<file path="src/rtl/add2_sweep_ctrl.sv">
// add2_sweep_ctrl
//   Sequencer that exercises a 4-input combinational add2 block. It drives x1..x4
//   through the 16 input vectors in ascending order. Each vector is held for
//   SETTLE_CYCLES cycles, then f is sampled in a single SAMPLE cycle. The captured
//   truth table and a count of ones are kept for an on-board self-check.
//
//   Ports
//     clk        rising-edge clock
//     rst_n      asynchronous active-low reset
//     start      begin a sweep (acted on only in IDLE or DONE)
//     abort      cancel a running sweep (acted on only in DRIVE or SAMPLE)
//     f          result returned by the add2 instance
//     x1..x4     current vector; x1 is the MSB
//     vec_idx    index of the vector being driven, equal to {x1,x2,x3,x4}
//     busy       high in DRIVE and SAMPLE
//     done       high in DONE
//     truth      truth[i] holds f captured for vector i
//     ones_count number of captured ones (0..16)
//
//   SETTLE_CYCLES must lie in 1..15 because the settle counter is 4 bits wide.
module add2_sweep_ctrl #(
  parameter int unsigned SETTLE_CYCLES = 2
) (
  input  logic        clk,
  input  logic        rst_n,
  input  logic        start,
  input  logic        abort,
  input  logic        f,
  output logic        x1,
  output logic        x2,
  output logic        x3,
  output logic        x4,
  output logic [3:0]  vec_idx,
  output logic        busy,
  output logic        done,
  output logic [15:0] truth,
  output logic [4:0]  ones_count
);

  typedef enum logic [1:0] {
    IDLE   = 2'd0,
    DRIVE  = 2'd1,
    SAMPLE = 2'd2,
    DONE   = 2'd3
  } state_t;

  localparam logic [3:0] SETTLE_LAST = 4'(SETTLE_CYCLES - 1);

  state_t     state;
  logic [3:0] settle_cnt;

  // The vector bits come straight from the vec_idx register, so they are
  // registered outputs and can never disagree with vec_idx.
  assign {x1, x2, x3, x4} = vec_idx;

  always_ff @(posedge clk or negedge rst_n) begin
    if (!rst_n) begin
      state      <= IDLE;
      vec_idx    <= 4'd0;
      settle_cnt <= 4'd0;
      busy       <= 1'b0;
      done       <= 1'b0;
      truth      <= 16'h0000;
      ones_count <= 5'd0;
    end else begin
      case (state)
        // IDLE and DONE both restart on start. Abort is ignored in these states,
        // so start together with abort still restarts.
        IDLE, DONE: begin
          if (start) begin
            state      <= DRIVE;
            vec_idx    <= 4'd0;
            settle_cnt <= 4'd0;
            truth      <= 16'h0000;
            ones_count <= 5'd0;
            busy       <= 1'b1;
            done       <= 1'b0;
          end
        end

        DRIVE: begin
          if (abort) begin
            state      <= IDLE;
            vec_idx    <= 4'd0;
            settle_cnt <= 4'd0;
            truth      <= 16'h0000;
            ones_count <= 5'd0;
            busy       <= 1'b0;
          end else if (settle_cnt == SETTLE_LAST) begin
            state      <= SAMPLE;
            settle_cnt <= 4'd0;
          end else begin
            settle_cnt <= settle_cnt + 4'd1;
          end
        end

        SAMPLE: begin
          if (abort) begin
            // An aborted sweep discards the sample that is in flight.
            state      <= IDLE;
            vec_idx    <= 4'd0;
            settle_cnt <= 4'd0;
            truth      <= 16'h0000;
            ones_count <= 5'd0;
            busy       <= 1'b0;
          end else begin
            truth[vec_idx] <= f;
            ones_count     <= ones_count + {4'd0, f};
            if (vec_idx == 4'd15) begin
              // Stop on the last vector. vec_idx holds at 15 and never wraps.
              state <= DONE;
              busy  <= 1'b0;
              done  <= 1'b1;
            end else begin
              state   <= DRIVE;
              vec_idx <= vec_idx + 4'd1;
            end
          end
        end

        default: begin
          state      <= IDLE;
          vec_idx    <= 4'd0;
          settle_cnt <= 4'd0;
          truth      <= 16'h0000;
          ones_count <= 5'd0;
          busy       <= 1'b0;
          done       <= 1'b0;
        end
      endcase
    end
  end

endmodule

</file>
<file path="config.mk">
export PLATFORM = sky130hd
export DESIGN_NAME = add2_sweep_ctrl
export DESIGN_NICKNAME = d
export VERILOG_FILES = /design/src/rtl/add2_sweep_ctrl.sv
export SDC_FILE = /design/constraint.sdc
export NUM_CORES = 1
export LEC_CHECK = 0
export ABC_AREA = 1
export BUFFER_PORTS_ARGS = -buffer_cell sky130_fd_sc_hd__buf_2
export CORE_MARGIN = 2
export CORE_UTILIZATION = 40
export CTS_CLUSTER_SIZE = 16
export DETAILED_ROUTE_END_ITERATION = 16
export GPL_TIMING_DRIVEN = 0
export HOLD_SLACK_MARGIN = 0.1
export PLACE_DENSITY = 0.71
export SLEW_MARGIN = 20
export SYNTH_ARGS = -nofsm -noshare
export SYNTH_HDL_FRONTEND = slang
export SYNTH_SLANG_ARGS = --single-unit
</file>
<file path="constraint.sdc">
create_clock -name clk -period 2.2 [get_ports clk]
set_input_delay 0.44 -clock clk [delete_from_list [all_inputs] [get_ports clk]]
set_output_delay 0.44 -clock clk [all_outputs]
set_load 0.03 [all_outputs]
</file>
==> results by group, run 1 <==
Outcome
  • Outcome: completed

STA
  • Measured slew at the worst slew-check pin: 0.736 ns
  • Period minus WS final: 1.57 ns
  • Max Clk Rate: 638 MHz
  • Max transition margin: 51.0%
  • Endpoints failing setup: 0
  • RSZ-0062 raised after global routing: no
  • Period utilisation layout: 71.2%
  • Final number of hold-violating endpoints: 0
  • Setup TNS: 0 ns
  • Final Max Slew Viols: 0
  • Setup ws final: 0.633 ns
  • Setup Skew: 0.00525 ns

Critical path
  • Startpoint Class: flip-flop
  • Worst EP arrival: 1.13 ns
  • Worst-path fanout max: 9
  • CP required: 1.76 ns
  • Kind of critical path: flip-flop to output pin
  • CP peak stage delay: 0.51 ns
  • Slowest stage cell on the critical path: dfrtp_1
  • Critical-path cell list: buf_4 > buf_2
  • Critical path capture point type: output pin

Logic synthesis
  • Post-Synth Simple-Gate Area: 36.3%
  • Synth Register Bits: 33
  • Synthesized cell area: 2000 µm²
  • Synth Area per Inst: 7.70 µm²
  • Synth Area in Compound Gates: 3.75%
  • Adder-Cell Fraction of Synth Area: 6.25%
  • Net Count, Synth: 275
  • Post-synthesis mux area share: 0%
  • Seq/Total Area, Yosys: 41.3%
  • Synth warn: 0
  • Post-synth cell types: 23
  • Largest family of logic cells by synthesized area: simple AND/OR/NAND/NOR gates
  • XOR/XNOR Fraction of Synth Area: 0%
  • Syn Inst Count: 260

Clock network
  • CTS root buf: clkbuf_8
  • Longest Clk Path Bufs: 2
  • Clock Sinks: 33
  • Hold-fix buffers, CTS: 0
  • Post-CTS Setup Bufs: 0
  • Cts bufs inserted: 5
  • Clock transition at path regs: 0.07 ns
  • # resized after CTS: 0
  • Clk_lat worst skew: 0.29 ns
  • TritonCTS clock tree: yes
  • Htree depth: 2

Final layout
  • Fillers: 474
  • NumNets Final: 317
  • Area Growth Syn to Fin: 17.2%
  • Diode count: 0
  • Final Util: 49.0%
  • Share of cells above drive strength 1: 22.5%
  • Reg area: 826 µm²
  • Multi-input gate area: 926 µm²

Routing
  • Total Wirelength: 4040 µm
  • Post-DR vias/cell: 4.57
  • Wire length per cell: 11.0 µm
  • Vias: 1,688
  • Final ANT Viol Nets: 0
  • Drt pass-1 iters: 4
  • DRC Markers: 0
  • Drt initial violations: 121

GRT
  • First-pass GRT wire length: 7080 µm
  • Vias in the first global route: 1,596
  • Total track usage: 16.6%
  • Largest net degree at the start of global routing: 34
  • Antenna violations before repair: 0
  • Total global routing overflow: 0

Pwr
  • NetSw: 911 µW
  • Int Pwr: 1240 µW
  • Combinational share of power: 45.8%
  • Leakage: 0.00140 µW
  • Peak supply drop: 404 µV
  • Clock power share: 21.3%
  • Power Density: 916 nW/µm²
  • Sequential share of power: 32.9%
  • Switch share: 42.4%
  • Overall power: 2150 µW

Floorplan
  • Chip width: 74.7 µm
  • Rows: 25
  • Core area: 4790 µm²
  • DIE AREA: 5590 µm²
  • Ports: 36
  • Die Y: 74.7 µm
  • Starting Density: 41.8%

Worst hold path
  • Hold Path Class: input port to async pin

Run
  • Max cap viols: 0

Placed design
  • I/O Buffers: 35
  • Place WS: 0.669 ns
  • Gpl congestion: 0.784
  • HPWL Detailed: 2950 µm
-- cells by family (layout without fill, tap and decap cells) --
group | count (synthesis) | count (layout)
AOI/OAI and AO/OA | 14 | 14
and+or+nand+nor | 152 | 152
buffers and inverters | 51 | 93
adders and majority gates | 10 | 10
DFF | 33 | 33
-- registers in the layout, indices dropped and copies added (netlist names) --
register	cells
truth	16
ones_count	5
settle_cnt	4
vec_idx	4
state	2
busy	1
done	1
-- synthesized netlist by cell type (all sizes together) --
cell | n | area, µm²
clkbuf | 3 | 11.3
nand4 | 14 | 87.6
nand2 | 92 | 402
ha | 10 | 125
buf | 11 | 95.1
a21oi | 4 | 20.0
o31ai | 2 | 15.0
nor2 | 18 | 96.3
dfrtp | 33 | 826
o21ai | 8 | 40.0
nand3 | 28 | 140
inv | 37 | 144
-- final timing paths --
kind | from | end | slack [ns] | cells after the start
min in group clk | abort | ones_count[4]$_DFFE_PN0P_ | 0.45 | 4
hold reg to reg | truth[15]$_DFFE_PN0P_ | truth[15]$_DFFE_PN0P_ | 0.47 | 2
setup / recovery | vec_idx[2]$_DFFE_PN0P_ | vec_idx[2] | 0.63 | 2
max in group asynchronous | rst_n | truth[6]$_DFFE_PN0P_ | 1.52 | 1
hold / removal | rst_n | settle_cnt[1]$_DFFE_PN0P_ | 0.21 | 1
setup reg to reg | state[0]$_DFFE_PN0P_ | truth[12]$_DFFE_PN0P_ | 0.67 | 11
-- critical path, delay by kind of cell (launching register included) --
kind	cells	cell delay, ns
buf+inv	2	0.34
flops	1	0.51
-- final cells by class --
cell class              instances  share of cell area, %
plain buffers                  14                   4.53
clock buffers                   7                   3.68
inverters                      37                   6.13
multi-input cells             176                   39.4
flip-flops and latches         33                   35.2
well taps                      67                   3.57
repair buffers                 35                   7.46
-- layout by cell type, fill, tap and decap left out --
master / Yosys / routed
a21oi_1: 4 / 4
buf_2: 1 / 36
buf_4: 6 / 6
buf_6: 4 / 4
clkbuf_1: 3 / 4
clkbuf_8: 0 / 6
dfrtp_1: 33 / 33
ha_1: 10 / 10
inv_1: 32 / 32
inv_2: 4 / 4
inv_6: 1 / 1
nand2_1: 85 / 85
nand2_2: 1 / 1
nand2_4: 5 / 5
nand2_8: 1 / 1
nand3_1: 28 / 28
nand4_1: 14 / 14
nor2_1: 14 / 14
nor2_2: 2 / 2
nor2_4: 1 / 1
nor2_8: 1 / 1
o21ai_0: 6 / 6
o21ai_1: 2 / 2
o31ai_1: 2 / 2
-- stage by stage --
stage,instances,instance area (µm²),hold slack (ns)
floorplan,260,2000,0.144
global placement,362,2260,0.464
detailed placement,362,2260,0.460
CTS,369,2350,0.248
global route,369,2350,0.282
finish,369,2350,0.212
-- power groups by stage --
| stage | combinational [µW] | clock (µW) | sequential [µW] |
|---|---|---|---|
| floorplan | 726 | 0 | 768 |
| global placement | 977 | 0 | 717 |
| detailed placement | 984 | 0 | 719 |
| CTS | 990 | 468 | 708 |
| global route | 1100 | 492 | 717 |
| finish | 984 | 457 | 708 |
-- layer usage --
layer  GRT usage, %  share of wire [%]
met4           7.74                2.3
met3           3.21                5.4
met2           26.2                 45
met5              0                  0
met1           22.2                 47
Note: power is estimated with default switching activity, not from simulation.
==> inputs of run 2 (changes only) <==
- ABC_AREA: 1 -> 0
- PLACE_DENSITY: 0.71 -> 0.72
- clock period: 2.2 -> 1.5 ns (I/O delays scaled with it)
==> results by group, run 2 <==
Floorplan
  • Chip width: 70.2 µm
  • Die Y: 70.2 µm
  • DIE AREA: 4930 µm²
  • Core area: 4290 µm²
  • Rows: 24
  • Starting Density: 40.8%
  • Ports: 36

Logic synthesis
  • Count leader, synth: dfrtp_1
  • Syn Inst Count: 176
  • Share of the synthesized area in the top cell type: 47.1%
  • Seq/Total Area, Yosys: 47.1%
  • Top FF cell, synth: dfrtp_1
  • Post-synthesis async set-or-reset flop share: 100%
  • Net Count, Synth: 191
  • Post-synth cell types: 36
  • Synth cell count leaders: dfrtp_1, nand2_1, nand3_1
  • Synth warn: 0
  • Synthesized cell area: 1750 µm²
  • Synth Register Bits: 33
  • Synth Area per Inst: 9.96 µm²
  • EDFF count, synth: 0
  • Dominant cell type by area after synthesis: dfrtp_1
  • Top post-synthesis cells by area: dfrtp_1, mux2i_1, ha_1

Clock network
  • Clock Sinks: 33
  • Clock transition at path regs: 0.07 ns
  • TritonCTS clock tree: yes
  • Clk_lat worst skew: 0.29 ns
  • CTS root buf: clkbuf_8
  • Cts bufs inserted: 5
  • Hold-fix buffers, CTS: 0
  • Htree depth: 2
  • Longest Clk Path Bufs: 2

Critical path
  • Worst-path fanout max: 7
  • Reg2reg setup slack: -0.11 ns
  • Kind of critical path: flip-flop to flip-flop
  • Worst EP arrival: 1.84 ns
  • CP required: 1.73 ns
  • Critical path capture point type: flip-flop
  • Startpoint Class: flip-flop

GRT
  • First-pass GRT wire length: 6800 µm
  • Largest net degree at the start of global routing: 34
  • Vias in the first global route: 1,373
  • Antenna violations before repair: 0
  • Total global routing overflow: 0
  • Total track usage: 17.6%

Placed design
  • Place WS: -0.328 ns
  • Dpl cells: 263
  • I/O Buffers: 35
  • HPWL Detailed: 2760 µm
  • Gpl congestion: 0.728

STA
  • Worst hold slack: 0.0681 ns
  • Measured slew at the worst slew-check pin: 0.737 ns
  • Endpoints failing setup: 20
  • RSZ-0062 raised after global routing: yes
  • Final Max Slew Viols: 0
  • Period minus WS final: 1.61 ns
  • Max transition margin: 50.9%
  • Setup Skew: 0.0111 ns
  • Setup TNS: -0.893 ns
  • Max Clk Rate: 620 MHz
  • Final number of hold-violating endpoints: 0
  • Period utilisation layout: 107%
  • Setup ws final: -0.112 ns

Routing
  • Final ANT Viol Nets: 0
  • Vias: 1,531
  • Post-DR vias/cell: 5.32
  • Drt initial violations: 74
  • Drt pass-1 iters: 4
  • DRC Markers: 0
  • Total Wirelength: 4390 µm
  • Wire length per cell: 15.2 µm

Final layout
  • Multi-input gate area: 1110 µm²
  • Diode count: 0
  • Biggest regs: truth x16, ones_count x5
  • Reg area: 828 µm²
  • Most frequent cells in the layout: buf_2, dfrtp_1, buf_4
  • Commonest non-fill, non-tap cell in the layout: buf_2
  • Share of cells above drive strength 1: 47.0%
  • Most flops, register: truth
  • Largest register FFs: 16
  • NumNets Final: 250
  • Area Growth Syn to Fin: 42.2%
  • Fillers: 351
  • Final cell count without fillers: 288

Outcome
  • Outcome: complete, but fails checks
  • Failing checks: setup timing

Pwr
  • Leakage: 0.00126 µW
  • Power Density: 1330 nW/µm²
  • Peak supply drop: 722 µV

Run
  • Max cap viols: 0

Worst hold path
  • Hold Path Class: input port to async pin
## run 2: what timing repair did
action | CTS | global route
gates cloned | 0 | 0
resized for setup | 19 | 42
endpoints found under the setup margin | 28 | 30
buffers inserted | 7 | 11
endpoints found under the hold margin | 0 | 0
pin swaps | 4 | 6
## run 2: kinds of logic after synthesis
| kind of cell | synth area share [%] |
|---|---|
| compound gates | 9.28 |
| mux | 9.21 |
| simple gates | 21.0 |
| fa+ha+maj | 7.14 |
| flops | 47.1 |
| buf+inv | 4.28 |
| xor+xnor | 2.00 |
## run 2: power breakdown
part | switching, µW | internal, µW
clock network | 335 | 322
registers | 62.9 | 958
logic | 891 | 752
total | 1290 | 2030
## run 2: metal layers
metal	routed length, µm	global-route usage [%]	part of all wire [%]
met1	2020	23.5	46
met2	2090	28.4	48
met3	187	3.90	4.3
met4	88	5.98	2.0
met5	0	0	0
## run 2: path summary, 6_finish.rpt
path / from / endpoint / cells past startpoint
min in group clk: start / done$_DFFE_PN0P_ / 3
min reg2reg: settle_cnt[2]$_DFFE_PN0P_ / settle_cnt[2]$_DFFE_PN0P_ / 1
max: state[0]$_DFFE_PN0P_ / vec_idx[3]$_DFFE_PN0P_ / 6
min: rst_n / done$_DFFE_PN0P_ / 1
max in group asynchronous: rst_n / vec_idx[1]$_DFFE_PN0P_ / 1
max reg2reg: state[0]$_DFFE_PN0P_ / vec_idx[3]$_DFFE_PN0P_ / 6
## run 2: through the flow
step	utilization (%)	power, µW	cell area (µm²)
floorplan	-	1760	1800
global placement	47.6	2000	2040
global route	58.0	3490	2490
finish	58.0	3320	2490
detailed placement	47.6	2010	2040
CTS	52.4	2920	2250
## run 2: layout make-up
class / count / share of cell area, %
multi-input cells: 128 / 44.5
flip-flops and latches: 33 / 33.2
repair buffers: 53 / 12.7
clock buffers: 6 / 2.91
plain buffers: 9 / 2.86
well taps: 52 / 2.61
inverters: 5 / 0.753
clock inverters: 2 / 0.402
## run 2: critical path: stages (launching register included)
cell and delay, ns:
dfrtp_1 0.39, buf_4 0.15, ha_4 0.17, nand2b_4 0.16
o211ai_4 0.11, or4_4 0.50, nand2_1 0.07
==> inputs of run 3 (changes only) <==
- CELL_PAD_IN_SITES_DETAIL_PLACEMENT: default -> 1
- CELL_PAD_IN_SITES_GLOBAL_PLACEMENT: default -> 1
- PLACE_DENSITY: 0.72 -> 0.87
==> results by group, run 3 (same netlist as run 2, synthesis figures left out) <==
Outcome
  • Outcome: complete, but fails checks
  • Failing checks: setup timing

Critical path
  • Kind of critical path: flip-flop to flip-flop
  • Worst-path fanout max: 7
  • Startpoint Class: flip-flop
  • CP peak stage delay: 0.46 ns
  • Slowest stage cell on the critical path: dfrtp_2
  • Reg2reg setup slack: -0.25 ns
  • Critical R2R Capture: truth[5]$_DFFE_PN0P_
  • Critical path capture point type: flip-flop
  • Worst EP arrival: 1.96 ns
  • CP required: 1.71 ns
  • R2r startpoint: state[1]$_DFFE_PN0P_
  • Worst Reg-to-Reg Cells: 6
  • Critical-path cell list: ha_4 > nor2b_4 > nor2_4 > buf_6 > nand3_1 > mux2i_1

Worst hold path
  • Hold Path Origin: f
  • Hold EP: truth[15]$_DFFE_PN0P_
  • Hold Path Class: input port to flip-flop
  • Hold Path Stages: 3

STA
  • Endpoints failing setup: 32
  • Final Max Slew Viols: 0
  • Setup Skew: 0.00911 ns
  • Final number of hold-violating endpoints: 0
  • Max Clk Rate: 570 MHz
  • Period minus WS final: 1.75 ns
  • Measured slew at the worst slew-check pin: 0.759 ns
  • Period utilisation layout: 117%
  • RSZ-0062 raised after global routing: yes
  • Setup ws final: -0.253 ns
  • Max transition margin: 49.4%

Pwr
  • Combinational share of power: 50.2%
  • Overall power: 4140 µW
  • Sequential share of power: 25.0%
  • Peak supply drop: 1510 µV
  • Int Pwr: 2570 µW
  • Switch share: 38.1%
  • NetSw: 1580 µW
  • Clock power share: 24.7%
  • Power Density: 1520 nW/µm²
  • Leakage: 0.00137 µW

Routing
  • Drt initial violations: 134
  • Post-DR vias/cell: 5.77
  • Total Wirelength: 7240 µm
  • DRC Markers: 0
  • Final ANT Viol Nets: 0
  • Wire length per cell: 23.9 µm
  • Drt pass-1 iters: 4
  • Vias: 1,747

Clock network
  • CTS root buf: clkbuf_8
  • Longest Clk Path Bufs: 2
  • Clock Sinks: 33
  • TritonCTS clock tree: yes
  • Clk_lat worst skew: 0.30 ns
  • Cts bufs inserted: 5
  • Clock transition at path regs: 0.08 ns
  • Htree depth: 2

GRT
  • Antenna violations before repair: 0
  • Vias in the first global route: 1,712
  • First-pass GRT wire length: 9060 µm
  • Total global routing overflow: 0
  • Largest net degree at the start of global routing: 34
  • Total track usage: 23.7%

Placed design
  • Place WS: -0.451 ns
  • Post-DP Area: 2040 µm²
  • Gpl congestion: 0.804
  • I/O Buffers: 35
  • HPWL Detailed: 3240 µm
  • Dpl cells: 263

Floorplan
  • Ports: 36
  • Chip width: 70.2 µm
  • Starting Density: 40.8%
  • DIE AREA: 4930 µm²
  • Die Y: 70.2 µm
  • Rows: 24
  • Core area: 4290 µm²

Final layout
  • NumNets Final: 265
  • Share of cells above drive strength 1: 51.0%
  • Post-layout instance area: 2720 µm²
  • Commonest non-fill, non-tap cell in the layout: buf_2
  • Biggest regs: truth x16, ones_count x5
  • Largest register FFs: 16
  • Most flops, register: truth
  • Fillers: 466
  • Most frequent cells in the layout: buf_2, buf_4, dfrtp_1
  • Final cell count without fillers: 303
  • Diode count: 0
  • Area Growth Syn to Fin: 55.2%

Run
  • Max cap viols: 0
run 3: worst max path at each step:
stage	from	to	slack (ns)
6_report	state[1]$_DFFE_PN0P_	truth[5]$_DFFE_PN0P_	-0.25
3_5_place_dp	state[0]$_DFFE_PN0P_	truth[11]$_DFFE_PN0P_	-0.45
5_1_grt	state[1]$_DFFE_PN0P_	truth[5]$_DFFE_PN0P_	-0.27
4_1_cts	state[0]$_DFFE_PN0P_	vec_idx[3]$_DFFE_PN0P_	-0.1
3_3_place_gp	state[0]$_DFFE_PN0P_	truth[7]$_DFFE_PN0P_	-0.38
2_1_floorplan	state[1]$_DFFE_PN0P_	vec_idx[3]$_DFFE_PN0P_	-0.07
run 3: per-stage QoR:
stage / hold slack, ns / util, % / TNS, ns
final: 0.363 / 63.3 / -4.22
after global routing: 0.369 / 63.3 / -5.68
after floorplan: 0.00441 / - / -0.125
after CTS: 0.352 / 56.2 / -0.788
after detailed placement: 0.414 / 47.6 / -7.09
after global placement: 0.407 / 47.6 / -5.79
run 3: layout make-up:
class	count	area, µm²	share of cell area, %
Clock buffer	5	68.8	2.53
Inverter	5	18.8	0.690
Tap cell	52	65.1	2.39
Multi-Input combinational cell	128	1140	41.9
Timing Repair Buffer	68	463	17.0
Buffer	9	70.1	2.58
Clock inverter	3	65.1	2.39
Sequential cell	33	831	30.5
run 3: power by group through the flow:
stage / combinational [µW] / sequential, µW / clock [µW]
4_1_cts: 1480 / 1020 / 1030
6_report: 2080 / 1040 / 1020
5_1_grt: 2170 / 1040 / 1060
2_1_floorplan: 686 / 1080 / 0
3_5_place_dp: 1000 / 1040 / 0
3_3_place_gp: 977 / 1040 / 0
run 3: what timing repair did:
action | CTS | global route
endpoints found under the hold margin | 11 | 0
hold buffers | 1 | 0
pin swaps | 9 | 16
buffers inserted | 10 | 21
cloned | 1 | 0
gates resized for setup | 37 | 34
endpoints found under the setup margin | 28 | 32
run 3: critical path: cells and delay by family, from the launching register on:
family        cells  cell delay, ns
simple gates      3            0.51
flops             1            0.46
fa+ha+maj         1            0.28
mux               1            0.23
buf+inv           1            0.17
run 3: metal layers:
metal | track usage [%] | up-vias | part of all wire [%] | wire, µm
li1 | - | 764 | - | -
met1 | 28.7 | 886 | 41 | 2990
met2 | 41.9 | 68 | 50 | 3610
met3 | 4.91 | 29 | 4.8 | 349
met4 | 7.91 | 0 | 4.1 | 300
met5 | 0 | - | 0 | 0
